**src/rtl/task_result_tx.sv**
```systemverilog
// UART 8N1 transmitter for task result streams. A small FIFO absorbs the
// non-stallable byte stream, and an optional delimiter byte follows each packet.
module task_result_tx #(
  parameter int         FIFO_DEPTH   = 16,
  parameter int         CLKS_PER_BIT = 868,
  parameter bit         EOP_EN       = 1'b1,
  parameter logic [7:0] EOP_BYTE     = 8'h0A
) (
  input  logic                          i_clk,
  input  logic                          i_rst_n,
  input  logic                          i_valid,
  input  logic                          i_last,
  input  logic [7:0]                    i_data,
  output logic                          o_tx,
  output logic                          o_busy,
  output logic                          o_overflow,
  output logic [$clog2(FIFO_DEPTH):0]   o_fifo_count
);

  localparam int PW = $clog2(FIFO_DEPTH);
  localparam int CW = PW + 1;
  localparam int BW = $clog2(CLKS_PER_BIT);

  typedef enum logic [1:0] {IDLE, START, DATA, STOP} state_t;

  logic [8:0]    mem [FIFO_DEPTH];
  logic [PW-1:0] wr_ptr, rd_ptr;
  logic [CW-1:0] count_q;
  logic          overflow_q;
  logic          full, push, pop;
  logic [8:0]    head;

  state_t        state_q, state_d;
  logic [BW-1:0] cnt_q, cnt_d;
  logic [2:0]    bit_q, bit_d;
  logic          last_q, last_d;
  logic [7:0]    sh_q, sh_d;
  logic          baud_done;

  // Full is judged on the registered count, so a same-cycle pop never frees room
  assign full = (count_q == CW'(FIFO_DEPTH));
  assign push = i_valid && !full;
  assign head = mem[rd_ptr];

  always_ff @(posedge i_clk) begin
    if (push) mem[wr_ptr] <= {i_last, i_data};
  end

  always_ff @(posedge i_clk or negedge i_rst_n) begin
    if (!i_rst_n) begin
      wr_ptr     <= '0;
      rd_ptr     <= '0;
      count_q    <= '0;
      overflow_q <= 1'b0;
    end else begin
      if (push) wr_ptr <= wr_ptr + 1'b1;
      if (pop)  rd_ptr <= rd_ptr + 1'b1;
      if (i_valid && full) overflow_q <= 1'b1;
      case ({push, pop})
        2'b10:   count_q <= count_q + 1'b1;
        2'b01:   count_q <= count_q - 1'b1;
        default: count_q <= count_q;
      endcase
    end
  end

  // ---- Transmit FSM ----
  assign baud_done = (cnt_q == BW'(CLKS_PER_BIT - 1));

  always_comb begin
    state_d = state_q;
    cnt_d   = cnt_q + 1'b1;
    bit_d   = bit_q;
    last_d  = last_q;
    sh_d    = sh_q;
    pop     = 1'b0;
    case (state_q)
      IDLE: begin
        cnt_d = '0;
        if (count_q != '0) begin
          pop     = 1'b1;
          sh_d    = head[7:0];
          last_d  = head[8];
          state_d = START;
        end
      end
      START: begin
        if (baud_done) begin
          cnt_d   = '0;
          bit_d   = 3'd0;
          state_d = DATA;
        end
      end
      DATA: begin
        if (baud_done) begin
          cnt_d = '0;
          sh_d  = {1'b0, sh_q[7:1]};
          if (bit_q == 3'd7) state_d = STOP;
          else               bit_d   = bit_q + 3'd1;
        end
      end
      STOP: begin
        if (baud_done) begin
          cnt_d = '0;
          // Clearing last on the delimiter keeps it from chaining another one
          if (last_q && EOP_EN) begin
            sh_d    = EOP_BYTE;
            last_d  = 1'b0;
            state_d = START;
          end else begin
            state_d = IDLE;
          end
        end
      end
      default: state_d = IDLE;
    endcase
  end

  always_ff @(posedge i_clk or negedge i_rst_n) begin
    if (!i_rst_n) begin
      state_q <= IDLE;
      cnt_q   <= '0;
      bit_q   <= 3'd0;
      last_q  <= 1'b0;
    end else begin
      state_q <= state_d;
      cnt_q   <= cnt_d;
      bit_q   <= bit_d;
      last_q  <= last_d;
    end
  end

  always_ff @(posedge i_clk) begin
    sh_q <= sh_d;
  end

  always_comb begin
    o_tx = 1'b1;
    if (state_q == START)     o_tx = 1'b0;
    else if (state_q == DATA) o_tx = sh_q[0];
  end

  assign o_busy       = (state_q != IDLE) | (count_q != '0);
  assign o_overflow   = overflow_q;
  assign o_fifo_count = count_q;

endmodule

```
**config.mk**
```make
export PLATFORM = sky130hd
export DESIGN_NAME = task_result_tx
export DESIGN_NICKNAME = d
export VERILOG_FILES = /design/src/rtl/task_result_tx.sv
export SDC_FILE = /design/constraint.sdc
export NUM_CORES = 1
export LEC_CHECK = 0
export CORE_MARGIN = 2
export CORE_UTILIZATION = 55
export CTS_CLUSTER_SIZE = 30
export DETAILED_ROUTE_END_ITERATION = 7
export PLACE_DENSITY = 0.72
export SLEW_MARGIN = 20
export SYNTH_ARGS = -nofsm -noshare
export SYNTH_HDL_FRONTEND = slang
export SYNTH_SLANG_ARGS = --single-unit
export TNS_END_PERCENT = 100
```
**constraint.sdc**
```tcl
create_clock -name i_clk -period 6.6 [get_ports i_clk]
set_clock_uncertainty 0.05 [all_clocks]
set_input_delay 1.32 -clock i_clk [delete_from_list [all_inputs] [get_ports i_clk]]
set_output_delay 1.32 -clock i_clk [all_outputs]
set_load 0.1 [all_outputs]
```
; Word level (Yosys, flattened, before mapping)
; Memory sizes are Yosys's and may differ from the RTL's.
; Index checks and enable logic that the tools add are counted.
[totals]
reg_bits = 38
latchBits = 0
ram_bits = 144
mem_bits_ro = 0
out_inout_bits = 8
elab_cells = 75
memories = 1
[classes]
add_sub_neg = 6
multipliers = 0
div_mod_pow = 0
magnitude_cmp = 0
n_eq_ne = 15
shift = 0
muxes = 28
bitwise = 1
n_reduce_logical = 15
[memory_table]
columns = memory, depth, width, read_ports, rd_ports_with_merged_regs, write_ports, line
row1 = mem, 16, 9, 1, 0, 1, 26  ; logic [8:0] mem [FIFO_DEPTH];
[ops]
columns = operator, count
row1 = $mux 8, 4
row2 = $pmux 8 s3, 1
row3 = $pmux 10 s2, 1
row4 = $ne 2x2->1 const B, 7
row5 = $add 10x1->10 const B, 1
row6 = $eq 10x10->1 const B, 1
row7 = $mux 10, 1
row8 = $mux 2, 5
row9 = $pmux 5 s2, 1
row10 = $reduce_and 5->1, 2
row11 = $mux 1, 9
row12 = $mux 3, 3
row13 = $add 4x1->4 const B, 2
row14 = $pmux 2 s4, 1
row15 = $reduce_bool 2->1, 4
row16 = $eq 2x2->1 const B, 3
row17 = $pmux 3 s2, 1
row18 = $add 5x1->5 const B, 1
row19 = $eq 5x5->1 const B, 1
row20 = $reduce_bool 5->1, 1
row21 = $sub 5x1->5 const B, 1
row22 = $eq 2x1->1 const B, 2
row23 = $reduce_and 4->1, 1
row24 = $add 3x1->3 const B, 1
row25 = other kinds (9), 10

; Depth between registers and ports, before layout
[depth]
depth_word = 5
ltp_mapped = 12
mapped_depth_nobuf = 10

; Least setup slack after synthesis
; OpenSTA, ideal clock, no wires.
[synth_path]
path_kind = flip-flop to output port
start = register state_q[0]
end = output port o_tx
t_arrival_ps = 2499
required_time_ps = 5230
path_slack_ps = 2731
stages_incl_launch_ff = 6
cell_sequence = dfrtp_1 -> inv_1 -> ha_1 -> clkbuf_8 -> clkbuf_1 -> a21oi_1
[synth_between]
elab_chain_cells = 3
[synth_rtl]
columns = item, line
row1 = from (decl), 33  ; state_t state_q, state_d;
row2 = from (signal assigned), 126  ; state_q <= state_d;
row3 = $eq 2x2->1, 140  ; else if (state_q == DATA) o_tx = sh_q[0];
row4 = $mux 1, 140
row5 = $mux 1 (*), 139  ; if (state_q == START) o_tx = 1'b0;
row6 = to (decl), 14  ; output logic o_tx,
; Mark *: on every way between the ends. The rest lies on a longest branch, timed or not.

; Final worst setup path
[layout_path]
start = register count_q[2] (netlist: o_fifo_count[2])
end = output port o_busy
[layout_between]
elab_chain_cells = 2
[layout_rtl]
columns = item, line
row1 = from (decl), 28  ; logic [CW-1:0] count_q;
row2 = from (signal assigned), 60  ; 2'b10: count_q <= count_q + 1'b1;
row3 = from (signal assigned), 61  ; 2'b01: count_q <= count_q - 1'b1;
row4 = from (signal assigned), 62  ; default: count_q <= count_q;
row5 = $reduce_bool 5->1, 143  ; assign o_busy = (state_q != IDLE) | (count_q != '0);
row6 = $or 1x1->1, 143
row7 = to (decl), 15  ; output logic o_busy,
; No other way between the ends.

==> flow_metrics.py <==
metrics = {
    "critical_path": {
        "r2r_setup_slack_ns": 3.45,
        "worstPathRequired_ns": 5.23,
        "cpLargestDelayFamily": "buffers and inverters",
        "rr_worst_depth": 10,
        "r2r-end": "o_fifo_count[4]",
        "cp-end-kind": "output pin",
        "critPathBufInv": 2,
        "max_stage_delay_ns": 0.97,
        "path_class": "reg2out",
        "start_kind": "flop",
        "path_cells": "or4_4 -> nor3b_4 -> inv_1 -> clkdlybuf4s50_1",
        "arrival_ns": 2.87,
        "cp-startpoint": "o_fifo_count[2]",
        "path_max_fanout": 9,
        "slowest_stage": "clkdlybuf4s50_1",
        "reg2reg_from": "o_fifo_count[1]",
    },
    "outcome": {
        "status": "finished clean",
    },
    "yosys": {
        "yosysSeqAreaShare": 0.681,
        "synth-warning-count": 0,
        "syn_area_per_cell_um2": 15.2,
        "synth_edf_count": 152,
        "synth.top_cell.area_share": 0.585,
        "ys_types": 58,
        "synthesis.nets": 544,
        "synth_top_area_cell": "edfxtp_1",
        "synth_flop_cell": "edfxtp_1",
        "async_flop_share": 0.165,
        "ys_seq_elements": 182,
        "netlist_top_cells_area": "edfxtp_1, dfrtp_1, mux2i_1",
        "syn_area_um2": 7810,
        "postSynthCellCount": 515,
    },
    "floorplan": {
        "start_util": 0.562,
        "fp.dieH_um": 123,
        "pin_count": 20,
        "core_area_um2": 13900,
        "die_x_um": 123,
        "dieArea_um2": 15200,
        "rows": 43,
    },
    "sta": {
        "setup-violations-final": 0,
        "hold_ws_ns": 0.421,
        "slew_viol_final": 0,
        "hold_viol_final": 0,
        "fin_setup_tns_ns": 0,
        "slew_headroom": 0.296,
        "tightest_slew_ns": 1.05,
        "period_share": 0.643,
        "clock.fmax_mhz": 236,
        "layout_min_cycle_time_ns": 4.24,
        "rsz0062_at_grt": "false",
    },
    "global_route": {
        "grtUsageMet2": 0.354,
        "use_met3": 0.0549,
        "use_met1": 0.283,
        "antenna_found_initial": 0,
        "grt_pass1_wl_um": 23500,
        "grt_start_max_net_pins": 40,
        "grt_pass1_vias": 4309,
        "top_usage_layer": "met2",
        "overflow": 0,
        "grt.total_usage": 0.215,
    },
    "min_path": {
        "worst_hold_path.num_cells": 1,
        "min_from": "o_overflow",
        "holdPathEnd": "o_overflow",
        "min_path_type": "reg2reg",
    },
    "pwr": {
        "power_density_nw_per_um2": 456,
        "p_leak_uw": 0.00316,
        "vdd_drop_max_v": 0.000284,
        "p_total_uw": 3970,
    },
    "detailed_routing": {
        "firstDrtPassIters": 5,
        "drc": 0,
        "viasPerCell": 5.92,
        "wl_um": 15100,
        "dr_total_vias": 4316,
        "antenna_left": 0,
        "wl_per_cell_um": 20.7,
        "drt-initial-drc-count": 398,
    },
    "cts": {
        "cts_resized": 0,
        "cts_buffers": 17,
        "cts_root_buf": "clkbuf_16",
        "insertion_delay_ns": 0.43,
        "cts_tree": "yes",
        "postCtsSetupBuffers": 0,
        "clock_sinks": 182,
        "holdBufCountCts": 0,
        "clk_pin_slew_worst_paths_ns": 0.07,
        "htreeDepth": 4,
        "clockBufferDepth": 2,
    },
    "run": {
        "cap_violations": 0,
    },
    "final_layout": {
        "final_net_count": 565,
        "syn_to_final_growth_pct": 11.7,
        "register_area_um2": 5320,
        "multi_input_area_um2": 2300,
        "layout-drive-gt1-share": 0.106,
        "final.fill_count": 1032,
        "diodes": 0,
    },
    "place": {
        "gp_congestion": 0.797,
        "portBuffers": 19,
        "hpwl_um": 9560,
    },
}
-- worst max-delay path by stage --
stage | end | cells after the start
floorplan | o_tx | 5
global placement | o_fifo_count[4] | 10
detailed placement | o_fifo_count[4] | 10
CTS | o_busy | 4
global route | o_busy | 4
finish | o_busy | 4
-- through the flow --
stage               std cells   util  instance area [µm²]  setup WS (ns)
global route              729  0.628                 8720           2.25
finish                    729  0.628                 8720           2.36
CTS                       729  0.628                 8720           2.34
detailed placement        697  0.586                 8140           2.32
global placement          697  0.586                 8140           2.47
floorplan                 515      -                 7810           2.73
-- worst reg2reg max path, delay by kind of cell (launching register included) --
family                   cells  cell delay [ns]
AO/OA/AOI/OAI                2             0.81
AND/OR/NAND/NOR              4             0.68
adder cells (fa/ha/maj)      2             0.59
flip-flops                   1             0.52
XOR/XNOR                     1             0.21
buffers and inverters        1             0.15
-- flip-flops by register name, summed over array words and instances, names as in the netlist, 2 cells and up --
signal        count
wr_ptr            4
rd_ptr            4
bit_q             3
state_q           2
cnt_q            10
sh_q              8
o_fifo_count      5
mem             144
-- power breakdown --
part	switching, µW	total, µW	internal, µW	leakage (µW)
Sequential	149	1610	1460	0.00176
Combinational	855	1370	515	0.00113
Clock	431	994	562	0.000279
-- synthesized netlist by cell type, types with 8 or more instances --
cell	instances
a22oi_1	14
clkbuf_1	11
dfrtp_1	30
edfxtp_1	152
ha_1	17
inv_1	10
mux2i_1	54
mux4_2	9
nand2_1	34
nand2b_1	9
nand3_1	18
nand4_1	11
nor2_1	27
o21ai_0	12
xnor2_1	8
xor2_1	10
-- area by class of cell --
cell class              instances  area share
clock buffers                  18      0.0492
inverters                      10     0.00430
multi-input cells             297       0.264
well taps                     180      0.0258
flip-flops and latches        182       0.610
clock inverters                14      0.0174
repair buffers                 28      0.0296
-- routing by layer --
layer | vias to the layer above | share of wire
met5 | - | 0
met4 | 0 | 0.010
met3 | 12 | 0.050
met2 | 120 | 0.51
met1 | 2179 | 0.43
li1 | 2005 | -
-- cells in the final DEF, fill, tap and decap left out, types with 3 or more instances in the layout --
master	count
xnor2_1	8
nand2b_1	9
nor2b_1	6
nor3b_1	4
o211ai_1	7
xor2_1	10
nand3_1	18
nand4_1	11
inv_8	3
mux2i_1	54
dfrtp_1	29
o21ai_0	12
a21oi_1	7
nor3_1	6
nand2_1	34
clkinv_1	3
inv_1	10
ha_1	17
buf_4	9
clkbuf_16	17
a22o_1	3
nor2_1	27
mux4_2	9
clkdlybuf4s50_1	19
a22oi_1	14
edfxtp_1	152
-- cells by family after synthesis --
group                    Yosys count  synth area share
flip-flops                       182             0.681
AND/OR/NAND/NOR                  135            0.0906
multiplexers                      67             0.101
AO/OA/AOI/OAI                     60            0.0551
buffers and inverters             36            0.0245
XOR/XNOR                          18            0.0202
adder cells (fa/ha/maj)           17            0.0272
(Power assumes the default switching activity.)
